`src/rtl/lif_if.sv`:
```
// Handshake and data bundle between the LIF neuron scheduler and its host.
// The host sits on the master side; the scheduler sits on the slave side.
interface lif_if #(
  parameter int N_NEURONS = 8,
  parameter int W         = 6
);
  localparam int IW = $clog2(N_NEURONS);

  logic                 start;
  logic                 busy;
  logic                 done;
  logic [IW-1:0]        cur_idx;
  logic [W-1:0]         cur_data;
  logic                 cfg_we;
  logic [W-1:0]         cfg_thr;
  logic [N_NEURONS-1:0] spikes;
  logic [IW:0]          spike_count;

  modport master (
    output start, cur_data, cfg_we, cfg_thr,
    input  busy, done, cur_idx, spikes, spike_count
  );

  modport slave (
    input  start, cur_data, cfg_we, cfg_thr,
    output busy, done, cur_idx, spikes, spike_count
  );
endinterface

```
`src/rtl/lif_neuron_scheduler.sv`:
```
// Time-multiplexed leaky integrate-and-fire neurons, one neuron per cycle per tick.
// Optional refractory period is enabled by defining LIF_REFRACTORY_EN.
module lif_neuron_scheduler #(
  parameter int N_NEURONS    = 8,
  parameter int W            = 6,
  parameter int REFRAC_TICKS = 2
) (
  input logic  clk,
  input logic  rst_n,
  lif_if.slave bus
);
  localparam int IW = $clog2(N_NEURONS);
  localparam logic [W-1:0] THR_RST = W'(1) << (W - 1);

  localparam logic [1:0] IDLE  = 2'd0;
  localparam logic [1:0] SWEEP = 2'd1;
  localparam logic [1:0] DONE  = 2'd2;

  if (N_NEURONS < 2 || N_NEURONS > 16 || REFRAC_TICKS < 0) begin : g_param_check
    $error("lif_neuron_scheduler: unsupported parameter set");
  end

  logic [1:0]           fsm;
  logic [IW-1:0]        slot;
  logic [W-1:0]         thr_cfg;
  logic [W-1:0]         thr_active;
  logic [W-1:0]         state_q [N_NEURONS];
  logic [N_NEURONS-1:0] flag_q;
  logic [N_NEURONS-1:0] spikes_q;
  logic [IW:0]          count_q;

  logic [W-1:0] cur_s;
  logic         cur_f;
  logic [W-1:0] leak;
  logic [W:0]   sum;
  logic [W-1:0] sat_s;
  logic         raw_flag;
  logic [W-1:0] next_s;
  logic         next_f;
  logic [IW:0]  pop;

  // NOTE: combinational logic uses blocking '=' with a default for every output
  // first, so no path can infer a latch; clocked state always uses '<='.
  always_comb begin
    cur_s    = state_q[slot];
    cur_f    = flag_q[slot];
    leak     = cur_f ? '0 : (cur_s >> 1);
    sum      = {1'b0, bus.cur_data} + {1'b0, leak};
    sat_s    = sum[W] ? '1 : sum[W-1:0];
    raw_flag = (cur_s >= thr_active);
  end

  always_comb begin
    pop = '0;
    for (int i = 0; i < N_NEURONS; i++) pop = pop + (IW+1)'(flag_q[i]);
  end

`ifdef LIF_REFRACTORY_EN
  localparam int RW = (REFRAC_TICKS < 1) ? 1 : $clog2(REFRAC_TICKS + 1);

  logic [RW-1:0] refrac_q [N_NEURONS];
  logic          in_refrac;

  always_comb begin
    in_refrac = (refrac_q[slot] != '0);
    next_s    = in_refrac ? '0 : sat_s;
    next_f    = in_refrac ? 1'b0 : raw_flag;
  end

  always_ff @(posedge clk or negedge rst_n) begin
    if (!rst_n) begin
      for (int i = 0; i < N_NEURONS; i++) refrac_q[i] <= '0;
    end else if (fsm == SWEEP) begin
      if (in_refrac)     refrac_q[slot] <= refrac_q[slot] - RW'(1);
      else if (raw_flag) refrac_q[slot] <= RW'(REFRAC_TICKS);
    end
  end
`else
  always_comb begin
    next_s = sat_s;
    next_f = raw_flag;
  end
`endif

  always_ff @(posedge clk or negedge rst_n) begin
    if (!rst_n) begin
      fsm        <= IDLE;
      slot       <= '0;
      thr_cfg    <= THR_RST;
      thr_active <= THR_RST;
      flag_q     <= '0;
      spikes_q   <= '0;
      count_q    <= '0;
      // NOTE: the membrane array is cleared by reset because every neuron must
      // start a run from rest; a plain storage array would normally be left unreset.
      for (int i = 0; i < N_NEURONS; i++) state_q[i] <= '0;
    end else begin
      if (bus.cfg_we) thr_cfg <= bus.cfg_thr;

      case (fsm)
        IDLE: begin
          if (bus.start) begin
            fsm        <= SWEEP;
            slot       <= '0;
            // A write in the start cycle must already govern this sweep.
            thr_active <= bus.cfg_we ? bus.cfg_thr : thr_cfg;
          end
        end
        SWEEP: begin
          state_q[slot] <= next_s;
          flag_q[slot]  <= next_f;
          if (slot == IW'(N_NEURONS - 1)) begin
            fsm  <= DONE;
            slot <= '0;
          end else begin
            slot <= slot + IW'(1);
          end
        end
        DONE: begin
          spikes_q <= flag_q;
          count_q  <= pop;
          fsm      <= IDLE;
        end
        default: fsm <= IDLE;
      endcase
    end
  end

  assign bus.busy        = (fsm != IDLE);
  assign bus.done        = (fsm == DONE);
  assign bus.cur_idx     = (fsm == SWEEP) ? slot : '0;
  assign bus.spikes      = spikes_q;
  assign bus.spike_count = count_q;

endmodule

```
`src/flat_wrapper.sv`:
```
// flat-port wrapper written by rule: the top's interface ports become plain ports
module lif_neuron_scheduler_flat 
#(
  parameter int N_NEURONS    = 8,
  parameter int W            = 6,
  parameter int REFRAC_TICKS = 2
)
  (clk, rst_n, bus_start, bus_cur_data, bus_cfg_we, bus_cfg_thr, bus_busy, bus_done, bus_cur_idx, bus_spikes, bus_spike_count);
  lif_if #(.N_NEURONS(N_NEURONS), .W(W)) bus_i ();
  input logic clk;
  input logic rst_n;
  input wire logic [$bits(bus_i.start)-1:0] bus_start;
  input wire logic [$bits(bus_i.cur_data)-1:0] bus_cur_data;
  input wire logic [$bits(bus_i.cfg_we)-1:0] bus_cfg_we;
  input wire logic [$bits(bus_i.cfg_thr)-1:0] bus_cfg_thr;
  output wire logic [$bits(bus_i.busy)-1:0] bus_busy;
  output wire logic [$bits(bus_i.done)-1:0] bus_done;
  output wire logic [$bits(bus_i.cur_idx)-1:0] bus_cur_idx;
  output wire logic [$bits(bus_i.spikes)-1:0] bus_spikes;
  output wire logic [$bits(bus_i.spike_count)-1:0] bus_spike_count;
  assign bus_i.start = bus_start;
  assign bus_i.cur_data = bus_cur_data;
  assign bus_i.cfg_we = bus_cfg_we;
  assign bus_i.cfg_thr = bus_cfg_thr;
  assign bus_busy = bus_i.busy;
  assign bus_done = bus_i.done;
  assign bus_cur_idx = bus_i.cur_idx;
  assign bus_spikes = bus_i.spikes;
  assign bus_spike_count = bus_i.spike_count;
  lif_neuron_scheduler #(.N_NEURONS(N_NEURONS), .W(W), .REFRAC_TICKS(REFRAC_TICKS)) u_core (.clk(clk), .rst_n(rst_n), .bus(bus_i));
endmodule
```
`config.mk`:
```
export PLATFORM = sky130hd
export DESIGN_NAME = lif_neuron_scheduler_flat
export DESIGN_NICKNAME = d
export VERILOG_FILES = /design/src/rtl/lif_if.sv /design/src/rtl/lif_neuron_scheduler.sv /design/src/flat_wrapper.sv
export SDC_FILE = /design/constraint.sdc
export NUM_CORES = 1
export LEC_CHECK = 0
export BUFFER_PORTS_ARGS = -buffer_cell sky130_fd_sc_hd__buf_2
export CAP_MARGIN = 20
export CORE_ASPECT_RATIO = 1.25
export CORE_UTILIZATION = 33
export DETAILED_ROUTE_END_ITERATION = 8
export PLACE_DENSITY_LB_ADDON = 0.2
export RECOVER_POWER = 25
export SLEW_MARGIN = 5
export SYNTH_ARGS = -nofsm -noshare
export SYNTH_HDL_FRONTEND = slang
export SYNTH_SLANG_ARGS = --single-unit
export TNS_END_PERCENT = 30
```
`constraint.sdc`:
```
create_clock -name clk -period 5.2 [get_ports clk]
set_input_delay 0.26 -clock clk [delete_from_list [all_inputs] [get_ports clk]]
set_output_delay 0.26 -clock clk [all_outputs]
set_load 0.005 [all_outputs]
```
# Word level (Yosys, flattened, before mapping)
# Index checks and enable logic that the tools add are counted.
dict set report word_totals {
  wordCells 64
  in_bits 16
  regBits 85
  out_inout_bits 17
}
dict set report op_classes {
  n_reduce_logical 8
  n_mux 21
  n_eq_ne 5
  bitwise_logic 1
  order_cmp 5
  add_sub_neg 9
}
# cell count
set ops {}
lappend ops {{48-bit bitwise mux} 1}
lappend ops {{6-bit two-way mux} 5}
lappend ops {{4-bit by 1-bit adder with 4-bit output} 6}
lappend ops {{6-bit binary-select mux with 3-bit select} 1}
lappend ops {{6-bit demux with 3-bit select} 1}
lappend ops {{3-bit two-way mux} 3}
lappend ops {{8-bit bitwise mux} 1}
lappend ops {{6-bit by 6-bit adder with 7-bit output} 1}
lappend ops {{6-bit >= comparator} 1}
lappend ops {{3-bit one-hot mux with 2 select lines} 1}
lappend ops {{2-bit AND reduction} 3}
lappend ops {{5-bit two-way mux} 1}
lappend ops {{4-bit >= comparator, second input constant} 1}
lappend ops {{3-bit by 4-bit < comparator with 1-bit output, second input constant} 1}
lappend ops {{4-bit by 1-bit < comparator with 1-bit output, second input constant} 1}
lappend ops {{2-bit two-way mux} 2}
lappend ops {{3-bit inverter with 4-bit output} 1}
lappend ops {{2-bit one-hot mux with 2 select lines} 1}
lappend ops {{2-bit nonzero test} 2}
lappend ops {{3-bit by 1-bit adder with 3-bit output, second input constant} 1}
lappend ops {{1-bit binary-select mux with 3-bit select} 1}
lappend ops {{1-bit demux with 3-bit select} 1}
lappend ops {{3-bit equality test, second input constant} 1}
lappend ops {{3-bit by 1-bit >= comparator with 1-bit output, second input constant} 1}
lappend ops {{other kinds (8)} 10}

# Logic depth before layout (Yosys ltp)
dict set report logic_depth {
  depth_word 8
  ltp_mapped 11
  mapped_depth_nobuf 9
}

# Worst setup path after synthesis
# Ideal clock, no wire load.
dict set report synth_path {
  path_kind {reg2reg}
  startpoint {register u_core.slot[0]}
  endpoint {register u_core.state_q[21] (netlist bit)}
  n_path_buf 1
  path_slack_ns 2.074
  path_stages_with_launch 11
  required_ns 5.061
  period_less_slack_ns 3.126
  t_arrival_ns 2.987
  setup_ns 0.139
  path_cell_list {dfrtp_1 -> buf_6 -> mux4_1 -> mux2_2 -> nor2b_1 -> ha_1 -> fa_1 -> a21oi_1 -> o22ai_1 -> a21oi_1 -> o21ai_0}
}
dict set report synth_via {
  elab_chain_len 8
  elab_cells_between_ends 15
  cone_classes {add/sub: 1; order compare: 2; mux: 10; bitwise: 1; reduce/logical: 1}
}
# element line
set synth_lines {}
lappend synth_lines {{start: declaration} lif_neuron_scheduler.sv:24} ;# logic [IW-1:0] slot;
lappend synth_lines {{start signal: assignment} lif_neuron_scheduler.sv:116} ;# slot <= slot + IW'(1);
lappend synth_lines {{3-bit inverter with 4-bit output (not written as such)} {lif_neuron_scheduler.sv:45, lif_neuron_scheduler.sv:110}}
lappend synth_lines {{6-bit binary-select mux with 3-bit select} lif_neuron_scheduler.sv:45} ;# cur_s = state_q[slot];
lappend synth_lines {{6-bit two-way mux (not written as such) (2 in series)} lif_neuron_scheduler.sv:45}
lappend synth_lines {{5-bit two-way mux} lif_neuron_scheduler.sv:47} ;# leak = cur_f ? '0 : (cur_s >> 1);
lappend synth_lines {{6-bit by 6-bit adder with 7-bit output} lif_neuron_scheduler.sv:48} ;# sum = {1'b0, bus.cur_data} + {1'b0, leak};
lappend synth_lines {{6-bit two-way mux} lif_neuron_scheduler.sv:49} ;# sat_s = sum[W] ? '1 : sum[W-1:0];
lappend synth_lines {{48-bit bitwise mux *} lif_neuron_scheduler.sv:110} ;# state_q[slot] <= next_s;
lappend synth_lines {{end signal: indexed assignment} lif_neuron_scheduler.sv:110}
lappend synth_lines {{end: declaration} lif_neuron_scheduler.sv:27} ;# logic [W-1:0] state_q [N_NEURONS];
# Every way passes the cells marked *; elsewhere a longest branch is shown, timed or not. The select of a mux whose other input is x is not followed.
# A chain may end at the register's enable or synchronous reset.

# Worst setup path after layout
dict set report layout_path {
  startpoint {register u_core.slot[0]}
  endpoint {register u_core.state_q[3] (netlist bit)}
}
# Same word-level chain as after synthesis.

==> results.ini <==
[detailed_routing]
wl_um = 9320
firstDrtPassIters = 4
vias_per_cell = 4.90
drcViolationCount = 0
routedWlPerCell_um = 15.8
ant_nets = 0
drt-initial-drc-count = 130
routed-via-count = 2893

[global_route]
grt-ovfl-total = 0
grt_pass1_wl_um = 15300
antenna_found_initial = 0
grtUsageMet3_pct = 3.05
grt.met1_usage_pct = 18.9
grt_pass1_vias = 2984
track_usage_pct = 15.7
use_met2_pct = 27.2
grt_busiest_layer = met2
grt_max_degree = 64

[placed_design]
gp_congestion = 0.788
portBuffers = 32
dp_hpwl_um = 6470

[floorplan]
die-area_um2 = 13200
io_pins = 33
std_cell_rows = 45
fp.coreArea_um2 = 12300
die_w_um = 103
die_h_um = 128
initial_core_util_pct = 34.3

[clocking]
cts_made_buffers = 9
cts.repair.resized = 0
clockRootBuffer = clkbuf_16
cts_tree = yes
clock-sinks = 85
clockBufferDepth = 2
clk_pin_slew_ns = 0.06
cts_htree_levels = 3
clock_latency_ns = 0.34

[synth]
ys_top_cells_by_area = dfrtp_1 49%, mux2_2 5.9%, mux4_2 5.9%
synthFlopType = dfrtp_1
syn_nets = 427
async_flop_share_pct = 100
yosys_warnings = 0
synth_edf_count = 0
synth-seq-cells = 85
synth_top_area_share_pct = 49.3
synth_top_cell_by_area = dfrtp_1
syn_inst = 390
synth_cell_types = 42
yosysSeqAreaShare_pct = 50.5
synthesis.area_um2 = 4210
synth.avg_cell_area_um2 = 10.8

[critical_path]
critPathLaunch = u_core.slot[0]
rrSetupSlack_ns = 1.27
critical_path_required_ns = 5.37
cp-endpoint = u_core.state_q[3]
crit_path_end_kind = flop
crit_path_cell_trace = mux4_1 > mux2_2 > nor2b_1 > ha_1 > fa_1 > a21oi_1 > o22ai_1 > a21oi_1 > a21oi_1
critPathSlowestCell = dfrtp_1
cp_common_cell = a21oi_1
r2r_end = u_core.state_q[3]
crit_arrival_ns = 4.10
worst_path_largest_cell_delay_ns = 0.96
r2r_cells = 9
setup.worst_path.class = reg -> reg
crit_path_start_kind = flop
r2r_start = u_core.slot[0]
path_max_fanout = 20

[sta]
tns_ns = 0
min_period_ns = 3.93
fin_skew_ns = 0.00454
fin_crit_sh_pct = 75.6
rsz0062_at_grt = false
fmaxAchievable_ghz = 0.255
setup_viol = 0
maxSlewViolCount = 0
worst_slew_pin_slew_ns = 1.34
max_slew_margin_pct = 10.8
hold_viol_final = 0

[final_layout]
nFillCells = 1241
drive_gt1_share_pct = 18.5
nets = 459
area.growth.synth_to_final_pct = 14.4
final_cell_mix = 83 x dfrtp_1, 64 x nand2_1, 41 x o21ai_0
final_common_cell = dfrtp_1
n_antenna_cell = 0

[run]
cap_violations = 0

[status]
status = finished clean

[hold_path]
min_path_type = in -> reg

==> cell families after synthesis <==
| family | share of synthesized area, % |
|---|---|
| AOI/OAI and AO/OA | 10.5 |
| xor gates and xnor gates | 0.416 |
| adders and majority gates | 7.13 |
| buffers and inverters | 3.83 |
| DFF | 50.5 |
| muxes | 14.1 |
| and+or+nand+nor | 13.5 |
==> per-stage QoR <==
stage	hold WS, ns	cell area (um^2)	std cells	setup slack, ns	util [%]
after global placement	0.182	4540	574	1.33	37.0
final	0.170	4820	591	1.27	39.3
after CTS	0.158	4840	591	1.24	39.4
after detailed placement	0.182	4540	574	1.22	37.0
after global routing	0.169	4820	591	0.944	39.3
after floorplan	-0.0356	4210	390	2.07	-
==> Yosys cell counts, drive strengths merged, types with 3 or more instances <==
master,n
dfrtp,83
nand2,64
o21ai,41
nor2,30
a21oi,26
mux2,22
inv,20
ha,16
mux4,14
buf,10
nor2b,8
clkbuf,7
nand2b,6
fa,5
nand3,3
nor3,3
nor3b,3
o22ai,3
==> area by class of cell <==
type                       instances  area [um^2]  share of cell area [%]
clock buffer                      11          243                    5.04
clock inverter                     5         50.0                    1.04
inverter                          21         78.8                    1.64
multi-input combinational        267         1920                    39.9
sequential                        85         2130                    44.2
tap                              164          205                    4.26
timing repair buffer              38          190                    3.95
==> state kept, by name, summed over array words and instances, names as in the netlist <==
signal                  cells
u_core.slot                 3
u_core.state_q             48
u_core.bus.spike_count      4
u_core.flag_q               8
u_core.bus.spikes           8
u_core.thr_active           6
u_core.thr_cfg              6
u_core.fsm                  2
==> layer usage <==
metal / wire length [um] / part of all wire (%)
met5: 0 / 0
met4: 119 / 1.3
met3: 383 / 4.1
met2: 4870 / 52
met1: 3950 / 42
==> worst max-delay path, delay by kind of cell, from the launching register on <==
kind | cells | cell delay (ns)
compound gates | 4 | 1.06
fa+ha+maj | 2 | 0.67
flops | 1 | 0.96
mux | 2 | 0.94
simple gates | 1 | 0.14
==> how the worst min path moves through the flow <==
stage	cells past startpoint	start	to	slack [ns]
6_report	2	bus_cfg_thr[2]	u_core.thr_cfg[2]	0.17
4_1_cts	2	bus_cfg_thr[2]	u_core.thr_cfg[2]	0.16
2_1_floorplan	0	rst_n	u_core.bus.spike_count[0]	-0.04
3_3_place_gp	1	rst_n	u_core.bus.spike_count[2]	0.18
5_1_grt	2	bus_cfg_thr[1]	u_core.thr_cfg[1]	0.17
3_5_place_dp	1	rst_n	u_core.bus.spike_count[2]	0.18
==> repair_timing <==
item / CTS / global route
setup buffers: 0 / 0
hold buffers: 1 / 0
endpoints found under the hold margin: 22 / 0
Power is not shown: default switching activity piles up to over one toggle a cycle in this logic, so the estimate is an artifact.
